[config.mk]
export PLATFORM = sky130hd
export DESIGN_NAME = seg7_scan_driver
export DESIGN_NICKNAME = d
export VERILOG_FILES = /design/src/rtl/seg7_pkg.sv /design/src/rtl/seg7_decode.sv /design/src/rtl/seg7_scan_driver.sv
export SDC_FILE = /design/constraint.sdc
export NUM_CORES = 1
export LEC_CHECK = 0
export BUFFER_PORTS_ARGS = -buffer_cell sky130_fd_sc_hd__buf_4
export CAP_MARGIN = 5
export CELL_PAD_IN_SITES_DETAIL_PLACEMENT = 2
export CELL_PAD_IN_SITES_GLOBAL_PLACEMENT = 2
export CORE_UTILIZATION = 33
export DETAILED_ROUTE_END_ITERATION = 8
export PLACE_DENSITY_LB_ADDON = 0.1
export SLEW_MARGIN = 20
export SYNTH_ARGS = -nofsm -noshare
export SYNTH_HDL_FRONTEND = slang
export SYNTH_HIERARCHICAL = 1
export SYNTH_SLANG_ARGS = --single-unit
export TNS_END_PERCENT = 5
[constraint.sdc]
create_clock -name msclk -period 1.7 [get_ports msclk]
set_input_delay 0.085 -clock msclk [delete_from_list [all_inputs] [get_ports msclk]]
set_output_delay 0.085 -clock msclk [all_outputs]
set_load 0.05 [all_outputs]
[src/rtl/seg7_pkg.sv]
// Shared types, segment glyph constants and the BCD-to-segment function for the
// stopwatch display path. Glyphs are {g,f,e,d,c,b,a}, active-high.
package seg7_pkg;

  typedef logic [3:0] bcd_t;
  typedef logic [6:0] seg_t;

  localparam seg_t SEG_0    = 7'h3F;
  localparam seg_t SEG_1    = 7'h06;
  localparam seg_t SEG_2    = 7'h5B;
  localparam seg_t SEG_3    = 7'h4F;
  localparam seg_t SEG_4    = 7'h66;
  localparam seg_t SEG_5    = 7'h6D;
  localparam seg_t SEG_6    = 7'h7D;
  localparam seg_t SEG_7    = 7'h07;
  localparam seg_t SEG_8    = 7'h7F;
  localparam seg_t SEG_9    = 7'h6F;
  localparam seg_t SEG_DASH = 7'h40;
  localparam seg_t SEG_OFF  = 7'h00;

  // Codes 10-15 are not valid BCD and render as a lone middle bar.
  function automatic seg_t bcd_to_seg(input bcd_t d);
    seg_t s;
    case (d)
      4'd0:    s = SEG_0;
      4'd1:    s = SEG_1;
      4'd2:    s = SEG_2;
      4'd3:    s = SEG_3;
      4'd4:    s = SEG_4;
      4'd5:    s = SEG_5;
      4'd6:    s = SEG_6;
      4'd7:    s = SEG_7;
      4'd8:    s = SEG_8;
      4'd9:    s = SEG_9;
      default: s = SEG_DASH;
    endcase
    return s;
  endfunction

endpackage

[src/rtl/seg7_decode.sv]
// Combinational BCD digit to active-high segment pattern decoder.
module seg7_decode
  import seg7_pkg::*;
(
  input  bcd_t i_bcd,
  output seg_t o_seg
);

  assign o_seg = bcd_to_seg(i_bcd);

endmodule

[src/rtl/seg7_scan_driver.sv]
// Four-digit multiplexed 7-segment driver with frame-coherent shadow latch and a
// per-slot guard cycle. Optional leading-zero blanking via LEADING_ZERO_BLANK_EN.
module seg7_scan_driver
  import seg7_pkg::*;
#(
  parameter int SCAN_DIV    = 4,
  parameter bit AN_ACT_LOW  = 1'b1,
  parameter bit SEG_ACT_LOW = 1'b1
)(
  input  logic       msclk,
  input  logic       reset,
  input  logic       en,
  input  logic [3:0] one,
  input  logic [3:0] ten,
  input  logic [3:0] hun,
  input  logic [3:0] thoud,
  input  logic [3:0] dp_in,
  output logic [3:0] an,
  output logic [6:0] seg,
  output logic       dp,
  output logic       frame
);

  localparam int          PW       = (SCAN_DIV > 1) ? $clog2(SCAN_DIV) : 1;
  localparam logic [PW-1:0] P_LAST = PW'(SCAN_DIV - 1);
  localparam logic [3:0]  AN_OFF   = AN_ACT_LOW ? 4'hF : 4'h0;
  localparam seg_t        SEG_IDLE = SEG_ACT_LOW ? ~SEG_OFF : SEG_OFF;
  localparam logic        DP_OFF   = SEG_ACT_LOW;

  logic [PW-1:0] r_p;
  logic [1:0]    r_i;
  bcd_t          r_sh [4];
  logic [3:0]    r_shDp;
  logic          r_frame;
  logic [3:0]    r_an;
  seg_t          r_seg;
  logic          r_dp;

  logic          w_last;
  logic [3:0]    w_onehot;
  seg_t          w_glyph;
  logic          w_blank;
  logic [3:0]    w_anNext;
  seg_t          w_segNext;
  logic          w_dpNext;

  assign w_last   = (r_p == P_LAST);
  assign w_onehot = 4'b0001 << r_i;

  seg7_decode u_decode (
    .i_bcd (r_sh[r_i]),
    .o_seg (w_glyph)
  );

`ifdef LEADING_ZERO_BLANK_EN
  // Blanking looks only at the shadow so a digit never blanks mid-frame.
  always_comb begin
    w_blank = 1'b0;
    case (r_i)
      2'd3:    w_blank = (r_sh[3] == 4'd0);
      2'd2:    w_blank = (r_sh[3] == 4'd0) && (r_sh[2] == 4'd0);
      2'd1:    w_blank = (r_sh[3] == 4'd0) && (r_sh[2] == 4'd0) && (r_sh[1] == 4'd0);
      default: w_blank = 1'b0;
    endcase
  end
`else
  assign w_blank = 1'b0;
`endif

  // The last prescaler count of every slot is a dark guard cycle against ghosting.
  always_comb begin
    w_anNext  = AN_OFF;
    w_segNext = SEG_IDLE;
    w_dpNext  = DP_OFF;
    if (en && !w_last) begin
      w_anNext  = AN_ACT_LOW ? ~w_onehot : w_onehot;
      w_segNext = w_blank ? SEG_IDLE : (SEG_ACT_LOW ? ~w_glyph : w_glyph);
      w_dpNext  = r_shDp[r_i] ^ DP_OFF;
    end
  end

  always_ff @(posedge msclk or posedge reset) begin
    if (reset) begin
      r_p     <= '0;
      r_i     <= 2'd0;
      r_shDp  <= 4'd0;
      r_frame <= 1'b0;
      r_an    <= AN_OFF;
      r_seg   <= SEG_IDLE;
      r_dp    <= DP_OFF;
      for (int k = 0; k < 4; k++) r_sh[k] <= 4'd0;
    end else begin
      r_frame <= w_last && (r_i == 2'd3);
      r_an    <= w_anNext;
      r_seg   <= w_segNext;
      r_dp    <= w_dpNext;
      if (w_last) begin
        r_p <= '0;
        r_i <= r_i + 2'd1;
        // Whole-frame snapshot keeps all four digits from the same count value.
        if (r_i == 2'd3) begin
          r_sh[0] <= one;
          r_sh[1] <= ten;
          r_sh[2] <= hun;
          r_sh[3] <= thoud;
          r_shDp  <= dp_in;
        end
      end else begin
        r_p <= r_p + PW'(1);
      end
    end
  end

  assign an    = r_an;
  assign seg   = r_seg;
  assign dp    = r_dp;
  assign frame = r_frame;

endmodule
==> key figures <==
Clock network
  – CTS tree: built
  – CTS H-Tree Depth: 2
  – CTS sink cnt: 37
  – Clock transition at path regs: 0.07 ns
  – Max clock buf depth: 2
  – CTS Root Cell: clkbuf_8
  – Skew-Pair Late Insertion Delay: 0.29 ns
  – Number of CTS-inserted buffers: 5

Run status
  – Failing checks: setup timing
  – Status: finished, violations left

Power
  – Sw Share: 0.247
  – Sw Pwr: 451 uW
  – Part of the power in combinational logic: 0.138
  – Clk pwr share: 0.345
  – Power Total: 1.83 mW
  – LEAKAGE: 1.05 nW
  – Peak supply drop: 339 uV
  – Int Pwr: 1.38 mW
  – PwrDens: 796 nW/um^2
  – Reg power frac: 0.517

Timing
  – Worst Max-Slew Pin Slew: 0.480 ns
  – Fin. Hold Viols: 0
  – Setup Viol. Count Final: 3
  – Final min period: 1.78 ns
  – Pins over their slew limit: 0
  – Final Cycle Share: 1.04
  – Max Fclk: 563 MHz
  – Setup ws final: -0.0755 ns
  – RSZ-0062 raised after global routing: yes
  – Post-Route Skew: 0.00649 ns
  – WHS: 0.0259 ns
  – Relative slew margins: 0.680

Synth
  – Synth Area in XOR/XNOR: 0.00510
  – Largest family of logic cells by synthesized area: multiplexers
  – Mux cell area share after synthesis: 0.214
  – Cell variety after synth: 23
  – Adder-Cell Fraction of Synth Area: 0.0875
  – Most frequent cell after synthesis: dfrtp_1
  – Synth warn: 6
  – Post-synth top area share: 0.364
  – Synth Area in Compound Gates: 0.0379
  – Synth area leaders: dfrtp_1 (36%), dfstp_2 (18%), mux2_2 (13%), ha_1 (8.7%), mux4_1 (6.1%)
  – Most area-hungry cell type in the Yosys netlist: dfrtp_1
  – Synth Area in Simple Gates: 0.0598
  – Top FF cell, synth: dfrtp_1
  – Average cell area after synthesis: 13.8 sq um
  – EDFF count, synth: 0
  – Register area share after synthesis: 0.548
  – Syn nets: 159
  – Synthesized area: 1720 sq um
  – Mapped Cells: 124
  – Fraction of registers with async set/reset: 1.00
  – Synth cell count leaders: dfrtp_1 (25), mux2_2 (20), nand2_1 (15)
  – #FFs+latches synth: 37

GRT
  – Vias in the first global route: 1,301
  – Global Route Usage Sum: 0.164
  – Initial antenna violation count: 0
  – Global-route wire length before repair: 6490 um
  – GR Overflow Total: 0
  – Largest net degree at the start of global routing: 38

Cells and area
  – Layout cells sized above 1: 0.605
  – Reg area: 942 sq um
  – Antenna diodes: 0
  – Multi-input logic area: 742 sq um
  – Finished Layout Cells: 244
  – Nets: 211
  – Final core occ: 0.474
  – Area grow syn2layout: 33.7%
  – Fill cell count: 488

Die
  – Die H: 74.1 um
  – Boundary Pins: 36
  – Die W: 74.1 um
  – Starting Density: 0.354
  – CORE AREA: 4850 sq um
  – Row cnt: 25
  – Die area: 5490 sq um

Route
  – Post-DRT Antenna Nets: 0
  – Detailed-route DRC error count: 0
  – Total number of vias: 1,130
  – Initial drt markers: 19
  – Drt total wl: 3870 um
  – Vias per inst: 4.63
  – DR pass1 iterations: 3
  – Avg WL per Cell: 15.9 um

Worst hold path
  – Class of the worst hold path: in -> reg

Placed design
  – Placed cells: 232
  – DPL Wire Length: 2790 um
  – Placer Congestion: 0.697
  – Port bufs: 35

Job
  – Max-cap violations: 0

Critical path
  – Critical Path Fanout Max: 6
  – WP data arrival: 1.99 ns
  – Startpoint types: register
  – Crit end category: register
  – WS Path Type: reg -> reg
  – Crit path required time: 1.91 ns
==> cells in the final DEF (no fill, tap or decap), types with 2 or more instances in the layout <==
cell type	n
buf_4	48
dfrtp_1	24
mux2_2	20
nand2_1	15
dfstp_2	12
ha_1	7
inv_1	6
clkbuf_8	6
mux4_2	5
nor2b_1	3
ha_4	3
nor2_1	2
o21ai_0	2
clkbuf_1	2
inv_2	2
o22ai_2	2
a21o_1	2
ha_2	2
==> worst paths after layout <==
kind                                    start  slack, ns                   to  cells after the start
min reg2reg                  r_p[0]$_DFF_PP0_       0.46     r_p[0]$_DFF_PP0_                      1
max in group asynchronous               reset       0.87         dp$_DFF_PP1_                      4
min in group asynchronous               reset       0.48   r_i[1]$_DFFE_PP0N_                      4
max reg2reg                r_i[0]$_DFFE_PP0N_      -0.08     seg[3]$_DFF_PP1_                      5
max                        r_i[0]$_DFFE_PP0N_      -0.08     seg[3]$_DFF_PP1_                      5
min                                    ten[0]       0.03  r_sh[8]$_DFFE_PP0P_                      2
==> per-stage QoR <==
step | area (sq um) | TNS [ns] | setup slack, ns
after floorplan | 1710 | -0.182 | -0.0566
after global placement | 2110 | -0.643 | -0.137
after detailed placement | 2110 | -1.02 | -0.209
after CTS | 2270 | -0.183 | -0.0466
after global routing | 2300 | -0.713 | -0.153
final | 2300 | -0.181 | -0.0755
==> flip-flops by register name, summed over array words and instances (netlist names) <==
name / count
frame: 1
r_shDp: 4
r_sh: 16
r_i: 2
an: 4
r_p: 2
seg: 7
dp: 1
==> final cells by class <==
cell class	count	area share
well taps	67	0.0365
flip-flops and latches	37	0.410
repair buffers	51	0.175
clock buffers	8	0.0392
multi-input cells	72	0.323
inverters	9	0.0158
==> power by group through the flow <==
stage	sequential (mW)	clock (mW)	combinational, mW
3_5_place_dp	0.961	0	0.232
5_1_grt	0.949	0.693	0.274
6_report	0.945	0.630	0.252
4_1_cts	0.945	0.660	0.247
2_1_floorplan	1.01	0	0.0920
3_3_place_gp	0.959	0	0.222
==> logic make-up after synthesis <==
| logic type | Yosys count |
|---|---|
| buffers and inverters | 15 |
| muxes | 26 |
| DFF | 37 |
| adders and majority gates | 12 |
| AOI/OAI and AO/OA | 10 |
| xor gates and xnor gates | 1 |
| and+or+nand+nor | 23 |
==> worst max-delay path, cell delays in order, from the launching register on <==
cell and delay, ns:
dfrtp_2 0.45, mux4_2 0.60, ha_4 0.19, mux2_4 0.29, o22ai_2 0.11, nand2_1 0.06
==> timing repair <==
action | in CTS | in global routing
resized for setup | 13 | 6
endpoints found under the setup margin | 7 | 7
setup buffers | 3 | 0
hold buffers | 1 | 0
hold endpoints to repair | 25 | 0
pin swaps | 4 | 1
==> metal layers <==
layer / part of all wire / GRT usage / up-vias / wire [um]
met1: 0.40 / 0.185 / 582 / 1550
met3: 0.036 / 0.0474 / 7 / 140
met4: 0.019 / 0.0641 / 0 / 74
li1: - / - / 517 / -
met2: 0.55 / 0.293 / 24 / 2110
met5: 0 / 0 / - / 0
(Power assumes the default switching activity.)
